==> config.mk <==
export PLATFORM = sky130hd
export DESIGN_NAME = multi_switch_lamp
export DESIGN_NICKNAME = d
export VERILOG_FILES = /design/src/rtl/multi_switch_pkg.sv /design/src/rtl/multi_switch_lamp_sw_debounce.sv /design/src/rtl/multi_switch_lamp.sv
export SDC_FILE = /design/constraint.sdc
export NUM_CORES = 1
export LEC_CHECK = 0
export CAP_MARGIN = 20
export CORE_MARGIN = 4
export CORE_UTILIZATION = 56
export CTS_BUF_LIST = sky130_fd_sc_hd__clkbuf_4 sky130_fd_sc_hd__clkbuf_8
export CTS_CLUSTER_SIZE = 14
export DETAILED_ROUTE_END_ITERATION = 12
export GPL_ROUTABILITY_DRIVEN = 0
export PLACE_DENSITY = 0.81
export SYNTH_ARGS = -nofsm -noshare
export SYNTH_HDL_FRONTEND = slang
export SYNTH_SLANG_ARGS = --single-unit
==> constraint.sdc <==
create_clock -name clk -period 2.4 [get_ports clk]
set_clock_uncertainty 0.2 [all_clocks]
set_input_delay 0.6 -clock clk [delete_from_list [all_inputs] [get_ports clk]]
set_output_delay 0.6 -clock clk [all_outputs]
set_load 0.03 [all_outputs]
==> src/rtl/multi_switch_pkg.sv <==
// rtl/multi_switch_pkg.sv - shared types and lamp evaluation for the multi-switch lamp
package multi_switch_pkg;

   // Lamp drive mode as seen after the mode synchroniser
   typedef enum logic {
      MODE_PARITY = 1'b0,
      MODE_ANY    = 1'b1
   } lamp_mode_e;

   // Widest switch vector lamp_eval accepts; narrower vectors are zero-extended,
   // which changes neither the OR nor the XOR reduction.
   localparam int SW_MAX = 32;

   typedef logic [SW_MAX-1:0] sw_vec_t;

   // Lamp level for a given mode and set of debounced switches
   function automatic logic lamp_eval(input lamp_mode_e mode, input sw_vec_t sw_db);
      logic lamp_val;
      if (mode == MODE_ANY) begin
         lamp_val = |sw_db;
      end else begin
         lamp_val = ^sw_db;
      end
      return lamp_val;
   endfunction

endpackage

==> src/rtl/multi_switch_lamp_sw_debounce.sv <==
// rtl/multi_switch_lamp_sw_debounce.sv - one switch channel: 2-FF synchroniser plus debounce counter
module sw_debounce
   import multi_switch_pkg::*;
#(
   parameter int DB_CYCLES = 16
) (
   input  logic clk,
   input  logic rst_n,
   input  logic sw_raw,
   output logic sw_db
);

   localparam int DC_W = $clog2(DB_CYCLES);
   localparam logic [DC_W-1:0] DC_LAST = DC_W'(DB_CYCLES - 1);

   logic            s1;
   logic            s2;
   logic [DC_W-1:0] dc;

   // Bring the raw pin level into the clock domain
   always_ff @(posedge clk or negedge rst_n) begin
      if (!rst_n) begin
         s1 <= 1'b0;
         s2 <= 1'b0;
      end else begin
         s1 <= sw_raw;
         s2 <= s1;
      end
   end

   // Accept a new level only after it has differed from sw_db for DB_CYCLES edges in a row;
   // any return to the accepted level restarts the count.
   always_ff @(posedge clk or negedge rst_n) begin
      if (!rst_n) begin
         dc    <= '0;
         sw_db <= 1'b0;
      end else if (s2 != sw_db) begin
         if (dc == DC_LAST) begin
            sw_db <= s2;
            dc    <= '0;
         end else begin
            dc <= dc + DC_W'(1);
         end
      end else begin
         dc <= '0;
      end
   end

endmodule

==> src/rtl/multi_switch_lamp.sv <==
// rtl/multi_switch_lamp.sv - N-way multi-control lamp switch with toggle reporting
module multi_switch_lamp
   import multi_switch_pkg::*;
#(
   parameter int N_SW      = 4,
   parameter int DB_CYCLES = 16,
   parameter int CNT_W     = 8
) (
   input  logic             clk,
   input  logic             rst_n,
   input  logic [N_SW-1:0]  sw,
   input  logic             mode,
   output logic [N_SW-1:0]  sw_db,
   output logic             lamp,
   output logic             toggle_pulse,
   output logic [CNT_W-1:0] toggle_cnt
);

   logic mode_s1;
   logic mode_s;
   logic lamp_nx;

   // One independent debouncer per switch channel
   genvar gi;
   generate
      for (gi = 0; gi < N_SW; gi++) begin : g_ch
         sw_debounce #(
            .DB_CYCLES (DB_CYCLES)
         ) u_db (
            .clk    (clk),
            .rst_n  (rst_n),
            .sw_raw (sw[gi]),
            .sw_db  (sw_db[gi])
         );
      end
   endgenerate

   // Mode is a level control; synchronise it but do not debounce it
   always_ff @(posedge clk or negedge rst_n) begin
      if (!rst_n) begin
         mode_s1 <= 1'b0;
         mode_s  <= 1'b0;
      end else begin
         mode_s1 <= mode;
         mode_s  <= mode_s1;
      end
   end

   // Combinational lamp target from the current mode and accepted switch levels
   always_comb begin
      lamp_nx = lamp_eval(lamp_mode_e'(mode_s), sw_vec_t'(sw_db));
   end

   // Register the lamp; any difference from the previous level is one toggle event
   always_ff @(posedge clk or negedge rst_n) begin
      if (!rst_n) begin
         lamp         <= 1'b0;
         toggle_pulse <= 1'b0;
         toggle_cnt   <= '0;
      end else begin
         lamp <= lamp_nx;
         if (lamp_nx != lamp) begin
            toggle_pulse <= 1'b1;
            toggle_cnt   <= toggle_cnt + CNT_W'(1);
         end else begin
            toggle_pulse <= 1'b0;
         end
      end
   end

endmodule

==> impl_table.tex, run 1 <==
\begin{tabular}{lr}
\hline
Metric & Value \\
\hline
\multicolumn{2}{l}{\textbf{Finish}} \\
\quad Finished Layout Cells & between 150 and 200 \\
\quad Final core utilization & between 60 and 70\% \\
\quad Filler Cell Count & approximately 210 \\
\quad NumNets Final & 160 \\
\quad Share of post-route cells with drive strength above 1 & between 8 and 9\% \\
\quad Syn-to-layout area delta & 18.3\% \\
\quad Antenna diodes & 0 \\
\multicolumn{2}{l}{\textbf{Floorplanning}} \\
\quad Number of placement rows & 19 \\
\quad IO Pins & 21 \\
\quad Initial Utilization & about 59\% \\
\quad Overall die height & approximately 62 microns \\
\quad Die extent in x & 61.9 microns \\
\quad Die Footprint & 3830 sq um \\
\quad Placeable core area & around 2800 sq um \\
\multicolumn{2}{l}{\textbf{Yosys}} \\
\quad Main flop type after synthesis & sky130\_fd\_sc\_hd\_\_dfrtp\_1 \\
\quad Flip-flop and latch count after synthesis & 40 \\
\quad Share of the yosys chip area belonging to registers & approximately 62\% \\
\quad Async set-reset flop share out of synthesis & 100\% \\
\quad Top cells by area in the synthesized netlist & sky130\_fd\_sc\_hd\_\_dfrtp\_1, sky130\_fd\_sc\_hd\_\_xnor2\_1, sky130\_fd\_sc\_hd\_\_ha\_1, sky130\_fd\_sc\_hd\_\_mux2\_1, sky130\_fd\_sc\_hd\_\_nand4\_1 \\
\quad Top post-synthesis cells by count & sky130\_fd\_sc\_hd\_\_dfrtp\_1, sky130\_fd\_sc\_hd\_\_xnor2\_1, sky130\_fd\_sc\_hd\_\_inv\_1, sky130\_fd\_sc\_hd\_\_ha\_1, sky130\_fd\_sc\_hd\_\_a21oi\_1 \\
\quad Library cell occupying the most area in the post-synthesis netlist & sky130\_fd\_sc\_hd\_\_dfrtp\_1 \\
\quad Count of different cell masters after synthesis & 23 \\
\quad Avg Cell Area, Syn & roughly 13 sq um \\
\quad Area share of the largest cell type after synthesis & between 60\% and 70\% \\
\quad Cell area after synthesis & about 1600 sq um \\
\quad YS warnings & 0 \\
\quad Number of flops mapped to enable cells by yosys & 0 \\
\quad Net count after synthesis & between 100 and 150 \\
\quad Instance count of the mapped netlist & roughly 120 \\
\quad Library cell with the highest instance count after synthesis & sky130\_fd\_sc\_hd\_\_dfrtp\_1 \\
\multicolumn{2}{l}{\textbf{GRT}} \\
\quad Wire length of the first global-routing pass & roughly 4.5 mm \\
\quad Vias in the first global route & 1053 \\
\quad Antenna violations before repair & 0 \\
\quad Global-route total usage across every layer & 16.8\% \\
\quad Maximum number of pins on one net before global-route repair & a little over 40 \\
\quad Total gr overflow & 0 \\
\multicolumn{2}{l}{\textbf{Timing}} \\
\quad Relative slew margins & 67.7\% \\
\quad Slew at the pin with the worst max-slew slack & $\sim$0.49 ns \\
\quad Final hold violation count & 0 \\
\quad Number of failing setup endpoints in the final timing report & 0 \\
\quad Minimum clock period & between 2 and 2.5 ns \\
\quad Portion of the clock cycle consumed by the worst path in the final layout & 97.1\% \\
\quad F\_max & around 0.43 GHz \\
\quad Aggregate negative setup slack & 0 ns \\
\quad Total count of max-transition violations in the final report & 0 \\
\quad Setup repair after global routing missed its margin & no \\
\multicolumn{2}{l}{\textbf{Setup path}} \\
\quad Worst path depth & 1 \\
\quad Worst Setup Start Kind & flip-flop \\
\quad Reg2reg setup slack & $\sim$0.27 ns \\
\quad End point of the critical path & lamp \\
\quad CP required & around 1.6 ns \\
\quad Number of buffer and inverter instances along the worst setup path & 1 \\
\quad Reg2reg path depth & 6 \\
\quad CP max-delay cell & sky130\_fd\_sc\_hd\_\_clkdlybuf4s50\_1 \\
\quad Cell type group with the largest total delay on the critical path & buffers and inverters \\
\quad Largest fanout of any net on the critical path & 2 \\
\quad Largest stage delay on the critical path & about 0.7 ns \\
\quad Kind of end point of the critical path & output port \\
\quad Crit Reg-Reg Startpoint & g\_ch[2].u\_db.sw\_db\$\_DFFE\_PN0P\_ \\
\quad Worst EP arrival & about 1.5 ns \\
\quad Worst setup path startpoint & lamp\$\_DFF\_PN0\_ \\
\quad Critical register-to-register path endpoint & toggle\_cnt[1]\$\_DFFE\_PN0P\_ \\
\quad Path type of the worst setup path & reg -> out \\
\quad Worst path cell trace & clkdlybuf4s50\_1 \\
\multicolumn{2}{l}{\textbf{Route}} \\
\quad Iteration-0 DRC count of the detailed router & 33 \\
\quad Met3 Routed Length & 121 microns \\
\quad DRC Markers & 0 \\
\quad Met1 layer wirelength in the final routing & between 1 and 1.5 mm \\
\quad Top layer in use & met4 \\
\quad WL per Instance & between 10 and 15 microns \\
\quad Number of detailed-route iterations in the first pass & 4 \\
\quad Routed vias & 965 \\
\quad Routed WL & about 2.7 mm \\
\quad Via density & between 5 and 6 \\
\quad Routed length on met2 & about 1.4 mm \\
\quad Antenna-violating nets left & 0 \\
\multicolumn{2}{l}{\textbf{Run status}} \\
\quad Result of the run & finished clean \\
\multicolumn{2}{l}{\textbf{Clock network}} \\
\quad Number of clock sinks seen by CTS & 40 \\
\quad Max Buffers Root-to-Sink & 2 \\
\quad Hold bufs inserted after CTS & 0 \\
\quad Clock network latency to the later pin of the worst-skew pair & around 0.35 ns \\
\quad Clock transition at the register clock pins on the worst setup and hold paths after CTS & 0.13 ns \\
\quad Root Buffer & sky130\_fd\_sc\_hd\_\_clkbuf\_4 \\
\quad Level count of the clock H-tree & 2 \\
\quad Number of clock buffers inserted by TritonCTS & 5 \\
\quad CTS tree & built \\
\multicolumn{2}{l}{\textbf{Power}} \\
\quad Largest voltage drop on the vdd net & 0.885 mV \\
\quad Net Switching & between 500 and 600 uW \\
\quad Share of total power consumed by net switching & 31.4\% \\
\quad Int Power & 1150 uW \\
\quad Fraction of power consumed by combinational cells & between 20\% and 30\% \\
\quad Power Dens Cells & roughly 870 nW/um\^{}2 \\
\quad Share of total power in sequential cells & around 50\% \\
\quad Clock network power share & between 20\% and 30\% \\
\quad Overall power consumption & 1670 uW \\
\quad Static Leakage & between 0.0008 and 0.0009 uW \\
\multicolumn{2}{l}{\textbf{Hold path}} \\
\quad Worst min-delay path category & in -> async \\
\multicolumn{2}{l}{\textbf{Run}} \\
\quad Max capacitance violation total & 0 \\
\multicolumn{2}{l}{\textbf{Place}} \\
\quad Port Buffer Count & 20 \\
\quad Detailed placer's ending HPWL & 1.89 mm \\
\quad Placed insts & 170 \\
\hline
\end{tabular}
-- state kept, by name (all words and copies together), names as in the netlist, 4 cells and up --
signal / flops
g_ch.u_db.dc: 16
g_ch.u_db.sw_db: 4
g_ch.u_db.s1: 4
g_ch.u_db.s2: 4
toggle_cnt: 8
-- placed cells by master, fill, tap and decap left out, types with 2 or more instances in the layout --
master                            instances
sky130_fd_sc_hd__nand4b_1                 3
sky130_fd_sc_hd__dfrtp_1                 40
sky130_fd_sc_hd__nand4_1                  5
sky130_fd_sc_hd__nand3_1                  5
sky130_fd_sc_hd__nor3b_1                  4
sky130_fd_sc_hd__o21ai_1                  2
sky130_fd_sc_hd__mux2_1                   5
sky130_fd_sc_hd__xnor2_1                 14
sky130_fd_sc_hd__a21oi_1                  6
sky130_fd_sc_hd__and3_1                   2
sky130_fd_sc_hd__nor2_1                   4
sky130_fd_sc_hd__clkbuf_4                 5
sky130_fd_sc_hd__ha_1                     7
sky130_fd_sc_hd__inv_1                    8
sky130_fd_sc_hd__clkdlybuf4s50_1         18
sky130_fd_sc_hd__xor2_1                   2
sky130_fd_sc_hd__nor2b_1                  4
-- kinds of logic (layout without fill, tap and decap cells) --
| kind of cell | after synthesis | after routing | share of synthesized area (%) |
|---|---|---|---|
| flops | 40 | 40 | 61.6 |
| simple gates | 28 | 28 | 10.4 |
| xor+xnor | 17 | 17 | 10.3 |
| compound gates | 13 | 13 | 5.16 |
| buf+inv | 12 | 37 | 3.70 |
| fa+ha+maj | 7 | 7 | 5.39 |
| mux | 5 | 5 | 3.46 |
-- repair_timing --
action | in CTS | in global routing
setup endpoints to repair | 0 | 1
buffers inserted | 0 | 0
gates resized for setup | 0 | 1
-- area by class of cell --
type / instances / area (sq um) / share of cell area (%)
Clock buffer: 5 / 37.5 / 1.95
Clock inverter: 3 / 46.3 / 2.41
Inverter: 8 / 30.0 / 1.56
Multi-Input combinational cell: 70 / 564 / 29.3
Sequential cell: 40 / 1000 / 52.0
Tap cell: 31 / 38.8 / 2.02
Timing Repair Buffer: 21 / 205 / 10.7
-- power groups by stage --
| stage | combinational (uW) | sequential [uW] | clock, uW |
|---|---|---|---|
| floorplan | 116 | 945 | 0 |
| global placement | 367 | 850 | 0 |
| detailed placement | 380 | 854 | 0 |
| CTS | 384 | 845 | 466 |
| global route | 408 | 859 | 490 |
| finish | 375 | 845 | 453 |
-- stage by stage --
step | cell area, sq um | hold slack (ns) | setup WS [ns]
6_report | 1920 | 0.0844 | 0.0698
5_1_grt | 1920 | 0.0980 | 0.00412
4_1_cts | 1920 | 0.0805 | 0.0347
3_5_place_dp | 1840 | 0.137 | 0.341
3_3_place_gp | 1840 | 0.132 | 0.412
2_1_floorplan | 1630 | 0.104 | 0.474
-- worst min-delay path by stage --
stage / start / to / slack (ns) / cells past startpoint
3_3_place_gp: g_ch[3].u_db.s1$_DFF_PN0_ / g_ch[3].u_db.s2$_DFF_PN0_ / 0.13 / 0
4_1_cts: rst_n / g_ch[1].u_db.dc[2]$_DFF_PN0_ / 0.08 / 2
6_report: rst_n / g_ch[1].u_db.dc[2]$_DFF_PN0_ / 0.08 / 2
3_5_place_dp: g_ch[3].u_db.s1$_DFF_PN0_ / g_ch[3].u_db.s2$_DFF_PN0_ / 0.14 / 0
2_1_floorplan: rst_n / g_ch[0].u_db.dc[0]$_DFF_PN0_ / 0.10 / 0
5_1_grt: rst_n / g_ch[1].u_db.dc[2]$_DFF_PN0_ / 0.1 / 2
-- layer usage --
layer / track usage, % / vias up
li1: - / 466
met1: 19.1 / 471
met2: 27.5 / 24
met3: 7.44 / 4
met4: 7.58 / 0
met5: 0 / -
(Power assumes the default switching activity.)
==> run 2, diff against run 1 <==
- HOLD_SLACK_MARGIN: default -> 0.08
==> results of run 2 <==
No change in the layout: final DEF, timing and power equal those of run 1.
